`src/rtl/itype_decode_queue.sv`:
```
// itype_decode_queue
// Instruction queue that classifies each instruction as it is enqueued and
// stores the result alongside it, so the consumer sees the instruction type
// and an illegal flag without any decode logic on the dequeue side.
//
// Ports:
//   clk, rst_n        clock, asynchronous active-low reset
//   flush             synchronous clear of all queued entries
//   in_valid/in_instr/in_ready     enqueue handshake
//   out_valid/out_ready            dequeue handshake
//   out_instr/out_itype/out_illegal  head-entry payload (zero when empty)
//   count             current occupancy
//   illegal_cnt       saturating count of illegal instructions accepted
module itype_decode_queue #(
    parameter int DEPTH  = 4,
    parameter bit EXT_EN = 1'b0,
    parameter int CNT_W  = 16
) (
    input  logic                      clk,
    input  logic                      rst_n,
    input  logic                      flush,
    input  logic                      in_valid,
    input  logic [31:0]               in_instr,
    output logic                      in_ready,
    output logic                      out_valid,
    input  logic                      out_ready,
    output logic [31:0]               out_instr,
    output logic [2:0]                out_itype,
    output logic                      out_illegal,
    output logic [$clog2(DEPTH):0]    count,
    output logic [CNT_W-1:0]          illegal_cnt
);

    localparam int PW = $clog2(DEPTH);
    localparam int CW = PW + 1;
    localparam int EW = 36;
    localparam logic [CW-1:0]    DEPTH_C = CW'(DEPTH);
    localparam logic [CNT_W-1:0] CNT_MAX = {CNT_W{1'b1}};

    // Returns {itype, illegal} for one instruction.
    function automatic logic [3:0] decode_itype(input logic [31:0] instr);
        logic [5:0] op;
        logic [5:0] fn;
        logic [3:0] res;
        op = instr[31:26];
        fn = instr[5:0];
        case (op)
            6'b000000: res = (fn != 6'b000000) ? {3'b010, 1'b0} : {3'b011, 1'b0};
            6'b000101: res = {3'b101, 1'b0};
            6'b000010: res = {3'b110, 1'b0};
            6'b101011,
            6'b100011: res = {3'b100, 1'b0};
            6'b000100: res = EXT_EN ? {3'b101, 1'b0} : {3'b000, 1'b1};
            6'b000011: res = EXT_EN ? {3'b110, 1'b0} : {3'b000, 1'b1};
            default:   res = {3'b000, 1'b1};
        endcase
        return res;
    endfunction

    logic [EW-1:0]    mem_r [DEPTH];
    logic [PW-1:0]    wr_ptr_r;
    logic [PW-1:0]    rd_ptr_r;
    logic [CW-1:0]    cnt_r;
    logic [EW-1:0]    head_r;
    logic             in_ready_r;
    logic             out_valid_r;
    logic [CNT_W-1:0] ill_cnt_r;

    logic [EW-1:0]    new_entry_s;
    logic             push_s;
    logic             pop_s;
    logic [PW-1:0]    wr_nxt_s;
    logic [PW-1:0]    rd_nxt_s;
    logic [CW-1:0]    cnt_nxt_s;
    logic [EW-1:0]    head_nxt_s;

    assign new_entry_s = {in_instr, decode_itype(in_instr)};
    assign push_s      = in_valid & in_ready_r;
    assign pop_s       = out_valid_r & out_ready;

    // Next pointers and occupancy; flush overrides any same-cycle push/pop.
    always_comb begin
        wr_nxt_s  = wr_ptr_r;
        rd_nxt_s  = rd_ptr_r;
        cnt_nxt_s = cnt_r;
        if (flush) begin
            wr_nxt_s  = {PW{1'b0}};
            rd_nxt_s  = {PW{1'b0}};
            cnt_nxt_s = {CW{1'b0}};
        end else begin
            if (push_s) begin
                wr_nxt_s = wr_ptr_r + PW'(1);
            end else begin
                wr_nxt_s = wr_ptr_r;
            end
            if (pop_s) begin
                rd_nxt_s = rd_ptr_r + PW'(1);
            end else begin
                rd_nxt_s = rd_ptr_r;
            end
            if (push_s && !pop_s) begin
                cnt_nxt_s = cnt_r + CW'(1);
            end else if (!push_s && pop_s) begin
                cnt_nxt_s = cnt_r - CW'(1);
            end else begin
                cnt_nxt_s = cnt_r;
            end
        end
    end

    // Next head payload. When the new head is the slot being written this
    // cycle the array still holds stale data, so take the incoming entry.
    always_comb begin
        head_nxt_s = {EW{1'b0}};
        if (flush || (cnt_nxt_s == {CW{1'b0}})) begin
            head_nxt_s = {EW{1'b0}};
        end else if (push_s && (rd_nxt_s == wr_ptr_r)) begin
            head_nxt_s = new_entry_s;
        end else begin
            head_nxt_s = mem_r[rd_nxt_s];
        end
    end

    // Entry storage; not reset, the head register hides its contents.
    always_ff @(posedge clk) begin
        if (push_s && !flush) begin
            mem_r[wr_ptr_r] <= new_entry_s;
        end
    end

    // Control state and registered outputs.
    always_ff @(posedge clk or negedge rst_n) begin
        if (!rst_n) begin
            wr_ptr_r    <= {PW{1'b0}};
            rd_ptr_r    <= {PW{1'b0}};
            cnt_r       <= {CW{1'b0}};
            head_r      <= {EW{1'b0}};
            in_ready_r  <= 1'b1;
            out_valid_r <= 1'b0;
        end else begin
            wr_ptr_r    <= wr_nxt_s;
            rd_ptr_r    <= rd_nxt_s;
            cnt_r       <= cnt_nxt_s;
            head_r      <= head_nxt_s;
            in_ready_r  <= (cnt_nxt_s < DEPTH_C);
            out_valid_r <= (cnt_nxt_s != {CW{1'b0}});
        end
    end

    // Saturating illegal-instruction counter; a flushed push does not count.
    always_ff @(posedge clk or negedge rst_n) begin
        if (!rst_n) begin
            ill_cnt_r <= {CNT_W{1'b0}};
        end else if (push_s && !flush && new_entry_s[0] && (ill_cnt_r != CNT_MAX)) begin
            ill_cnt_r <= ill_cnt_r + CNT_W'(1);
        end else begin
            ill_cnt_r <= ill_cnt_r;
        end
    end

    assign in_ready    = in_ready_r;
    assign out_valid   = out_valid_r;
    assign out_instr   = head_r[35:4];
    assign out_itype   = head_r[3:1];
    assign out_illegal = head_r[0];
    assign count       = cnt_r;
    assign illegal_cnt = ill_cnt_r;

endmodule

```
`config.mk`:
```
export PLATFORM = sky130hd
export DESIGN_NAME = itype_decode_queue
export DESIGN_NICKNAME = d
export VERILOG_FILES = /design/src/rtl/itype_decode_queue.sv
export SDC_FILE = /design/constraint.sdc
export NUM_CORES = 1
export LEC_CHECK = 0
export ABC_AREA = 1
export CORE_MARGIN = 2
export CORE_UTILIZATION = 55
export DETAILED_ROUTE_END_ITERATION = 7
export PLACE_DENSITY = 0.81
export SYNTH_ARGS = -nofsm -noshare
export SYNTH_HDL_FRONTEND = slang
export SYNTH_SLANG_ARGS = --single-unit
```
`constraint.sdc`:
```
create_clock -name clk -period 3.7 [get_ports clk]
set_clock_uncertainty 0.15 [all_clocks]
set_input_delay 0.74 -clock clk [delete_from_list [all_inputs] [get_ports clk]]
set_output_delay 0.74 -clock clk [all_outputs]
set_load 0.005 [all_outputs]
```
==> flow_summary.ini <==
[status]
run_status = finished clean

[cells_and_area]
final.fill_count = 1275
fin_nets = 1168
finish.utilization_pct = 67.24
layout_common_cells = 218 x nand2_1, 208 x inv_1, 144 x edfxtp_1, 126 x nand3_1, 95 x nor2_1
syn_to_final_growth_pct = 19.77
layout.cells.non_filler = 1364
diodes = 0
mostFrequentLayoutCell = nand2_1
drive_gt1_share_pct = 6.760

[yosys]
avgSynthCellArea_um2 = 9.296
syn_nets = 1085
yosysSeqAreaShare_pct = 60.47
syn_area_um2 = 9677
ys_seq_elements = 205
yosysWarnings = 0
synthCells = 1041
synthDistinctLibCells = 28

[cts]
root_buffer = clkbuf_16
cts_hold_buf = 0
cts-buffers-inserted = 22
cts_tree = yes
cts.sinks = 205
worst_skew_pair.late_latency_ns = 0.50
cts_max_level = 1
clock_path_buffers = 3
path_clk_slew_ns = 0.06
cts_resized = 0
post_cts_buffers = 0

[floorplan]
core_area_um2 = 17240
num_rows = 48
fp.dieW_um = 136.6
pin_count = 94
die_area_um2 = 18670
die_h_um = 136.6
start_util_pct = 56.14

[timing]
final.min_clock_period_ns = 2.939
fin_crit_sh_pct = 79.42
finalHoldViolCount = 0
tightest_slew_ns = 0.9398
hold_slack_ns = 0.05338
setup_viol = 0
relSlewSlack_pct = 37.20
setup_tns_ns = 0
rsz0062_at_grt = no
fmax_mhz = 340.3
setup_ws_ns = 0.7614
slew_viol_final = 0

[power_and_ir_drop]
p_leak_nw = 5.328
p_per_area_nw_per_um2 = 611.7
vdd_drop_max_uv = 427.3
p_int_mw = 4.957
power.share.switching_pct = 30.08
seq_power_share_pct = 41.2
clock_power_share_pct = 31.8
p_switching_mw = 2.132
comb_power_share_pct = 27.0

[global_routing]
grt_pass1_wl_um = 36500
use_met3_pct = 3.926
grt_max_degree = 74
grt-ovfl-total = 0
met1_usage_pct = 30.85
grt_pass1_vias = 7346
antenna_found_initial = 0
top_usage_layer = met2
grt_use_met2_pct = 45.36
grt_use_total_pct = 25.03

[routing]
dr.pass1.iters = 5
post_drt_via_cell_ratio = 5.358
drtIter0Drc = 676
routed_wl_um = 22490
vias = 7308
wl_per_cell_um = 16.49
ant_nets = 0
drc = 0

[placed_design]
gp_congestion = 0.8655
pre_cts_ws_ns = 0.2527
place_inst = 1325
dp_hpwl_um = 13470
io_buffers = 93

[worst_setup_path]
worstPathMaxFanout = 36
worst_setup_path_end_kind = flip-flop
path_class = in2reg
arrival_ns = 3.18
worstSetupStartpointType = input pin
critPathRequiredTime_ns = 3.94

[min_path]
min_path_type = in2async

[job]
max_cap_viol_count = 0
-- power groups by stage --
stage | logic [mW] | clock network [mW] | registers (mW)
after global routing | 2.13 | 2.39 | 2.94
after floorplan | 1.10 | 0 | 2.93
after detailed placement | 1.90 | 0 | 2.96
final | 1.91 | 2.25 | 2.92
after CTS | 1.92 | 2.29 | 2.93
after global placement | 1.84 | 0 | 2.97
-- worst paths after layout --
path                                 start              end  slack [ns]  depth (start not counted)
hold reg to reg            illegal_cnt[13]  illegal_cnt[13]        0.41                          2
max in group asynchronous            rst_n        head_r[0]        2.64                          2
setup reg to reg                 out_valid       head_r[29]        1.26                          9
setup / recovery                     flush       head_r[29]        0.76                          9
hold / removal                       rst_n  illegal_cnt[15]        0.05                          1
min in group clk           illegal_cnt[13]  illegal_cnt[13]        0.41                          2
-- sequential cells by signal, summed over array words and instances, names as in the netlist --
register	count
count	3
head_r	36
illegal_cnt	16
in_ready	1
mem_r	144
out_valid	1
rd_ptr_r	2
wr_ptr_r	2
-- worst max-delay path, cell delays in order --
cell and delay, ns:
clkdlybuf4s50_1 0.51, inv_2 0.44, nand3_2 0.14, nand2_1 0.16, inv_2 0.06, nor2_4 0.73, nand3_1 0.21, nand2_1 0.12
nor2_1 0.05
-- routing by layer --
metal  vias to the layer above  wire (µm)  share of wire, %
met5                         -          0                 0
met4                         0        386               1.7
met3                        37       1648               7.3
met2                       317      11930                53
met1                      3438       8527                38
li1                       3516          -                 -
-- final cells by class --
class	count	area (µm²)	share of cell area (%)
inverter	214	808.3	6.974
timing repair buffer	113	1139	9.824
clock inverter	9	121.4	1.047
tap	225	281.5	2.429
sequential	205	5852	50.49
multi-input combinational	568	2756	23.78
clock buffer	30	631.9	5.452
-- stage by stage --
step | area (µm²) | power, mW
2_1_floorplan | 9677 | 4.032
3_3_place_gp | 10840 | 4.807
3_5_place_dp | 10840 | 4.866
4_1_cts | 11590 | 7.131
5_1_grt | 11590 | 7.461
6_report | 11590 | 7.089
-- cell usage after synthesis --
master	instances	area, µm²
dfrtp_1	60	1501
a21oi_1	1	5.000
nor2_4	1	11.26
nor2_1	99	371.6
nand4_1	82	513.0
nand2_2	2	12.51
nand3_2	2	20.02
o21a_1	1	7.510
xor2_1	7	61.31
nor3_1	2	10.01
edfxtp_1	144	4324
clkbuf_1	7	26.28
dfstp_2	1	26.28
buf_4	7	52.55
o21ai_0	6	30.03
nand2_1	219	822.0
buf_1	7	26.28
buf_6	6	67.56
clkinv_4	1	8.760
ha_1	7	87.58
nor2_8	1	20.02
nand3_4	1	17.52
nand4_2	1	12.51
buf_2	27	135.1
xnor2_1	7	61.31
nand3_1	129	645.6
inv_2	5	18.77
inv_1	208	780.8
-- cell families after synthesis --
family	Yosys count	synth area share, %
compound gates	8	0.4396
xor+xnor	14	1.267
fa+ha+maj	7	0.9051
buf+inv	268	11.53
flops	205	60.47
simple gates	539	25.38
Note: power is estimated with default switching activity, not from simulation.
==> patch, RTL diff (same flow settings) <==
Set the parameter `EXT_EN` to 1'b1 (it was 1'b0).
--- a/src/rtl/itype_decode_queue.sv
+++ b/src/rtl/itype_decode_queue.sv
@@ -15,3 +15,3 @@
     parameter int DEPTH  = 4,
-    parameter bit EXT_EN = 1'b0,
+    parameter bit EXT_EN = 1'b1,
     parameter int CNT_W  = 16
Behaviour: not the same (a bounded check fails within 4 cycles, from zero or initial values and one cycle with rst_n low).
==> patch against the unedited design <==
Total power decreased by 5.9%; utilization decreased by 1.2 points; area after synthesis decreased by 1.0%; die area decreased by 1.0%; worst setup slack improved by 60 ps; sequential cell count unchanged; routed wire length decreased by 3.1%; cell area decreased by 2.2%; clock power decreased by 15%; largest power group unchanged.
==> patch: results <==
export IMPL_clk_path_buf_depth=3
export IMPL_clock_sinks=205
export IMPL_synth_xor_area_share_pct=1.10
export IMPL_buffer_area_share_pct=9.78
export IMPL_portBuffers=93
export IMPL_hold_path_class="in -> async"
export IMPL_detailed_place_area_um2=10700
export IMPL_drt_iter0_drc=575
export IMPL_cts_resized=0
export IMPL_cp_max_fo=48
export IMPL_syn_inst=1030
export IMPL_nWellTaps=225
export IMPL_grt_antenna_before_repair=0
export IMPL_yosys_cell_types_count=31
export IMPL_crit_slowest_cell="clkdlybuf4s50_1"
export IMPL_p_leak_nw=5.29
export IMPL_cp_arrival_ps=3120
export IMPL_fin_cells=1362
export IMPL_synth_compound_area_share_pct=0.235
export IMPL_grtUsageTotal_pct=24.2
export IMPL_syn_nets=1074
export IMPL_nFillCells=1380
export IMPL_areaGrowthSynthToFinish_pct=18.4
export IMPL_routabilityCongestion=0.895
export IMPL_crit_family="buffers and inverters"
export IMPL_cts_root_buffer="clkbuf_16"
export IMPL_inv_count=207
export IMPL_nMultiInputCombCells=573
export IMPL_drive_above_1_share_pct=6.51
export IMPL_cts_made_buffers=21
export IMPL_grt_pass1_wl_mm=35.2
export IMPL_dp_slack_ps=356
export IMPL_finalNetCount=1166
export IMPL_vias_per_cell=5.24
export IMPL_clkCellAreaFrac_pct=5.40
export IMPL_async_flop_share_pct=29.8
export IMPL_max_vdd_ir_drop_mv=0.410
export IMPL_synth_common_cells="248 x nand2_1, 204 x inv_1, 144 x edfxtp_1"
export IMPL_wire_per_inst_um=16.0
export IMPL_seq_cell_share_pct=51.6
export IMPL_diodes=0
export IMPL_multi_input_area_um2=2700
export IMPL_grt_max_degree=49
export IMPL_synth_edf_count=144
export IMPL_synth_fa_ha_area_share_pct=0.915
export IMPL_grt_pass1_vias=7080
export IMPL_max_stage_delay_ps=550
export IMPL_ys_seq_area_share_pct=61.1
export IMPL_dp_cells=1324
export IMPL_outcome="complete, no violations"
export IMPL_maxSlewHeadroom_pct=26.0
export IMPL_synthTopCellsByArea="edfxtp_1 45%, dfrtp_1 16%, nand2_1 9.7%"
export IMPL_dpl_hpwl_mm=13.3
export IMPL_nNonClkBuffers=114
export IMPL_nClkBuffers=28
export IMPL_synth_warnings=0
==> patch: layer usage <==
layer  GRT usage [%]  routed length, um  vias to the layer above
met2            41.6              10800                      267
li1                -                  -                     3447
met4            8.28                618                        0
met1            31.0               8780                     3371
met3            4.55               1630                       53
met5               0                  0                        -
==> patch: final timing paths <==
| kind | cells past startpoint | endpoint | from | slack, ps |
|---|---|---|---|---|
| max | 10 | head_r[32] | out_ready | 820 |
| max reg2reg | 9 | head_r[32] | out_valid | 1170 |
| min in group clk | 2 | illegal_cnt[15] | illegal_cnt[15] | 380 |
| min | 1 | illegal_cnt[3] | rst_n | 310 |
| min reg2reg | 2 | illegal_cnt[15] | illegal_cnt[15] | 380 |
| max in group asynchronous | 2 | head_r[25] | rst_n | 2250 |
==> patch: power by group <==
group | internal [mW] | switching [mW]
clock network | 1.07 | 0.843
registers | 2.76 | 0.142
logic | 0.785 | 1.07
total | 4.61 | 2.06
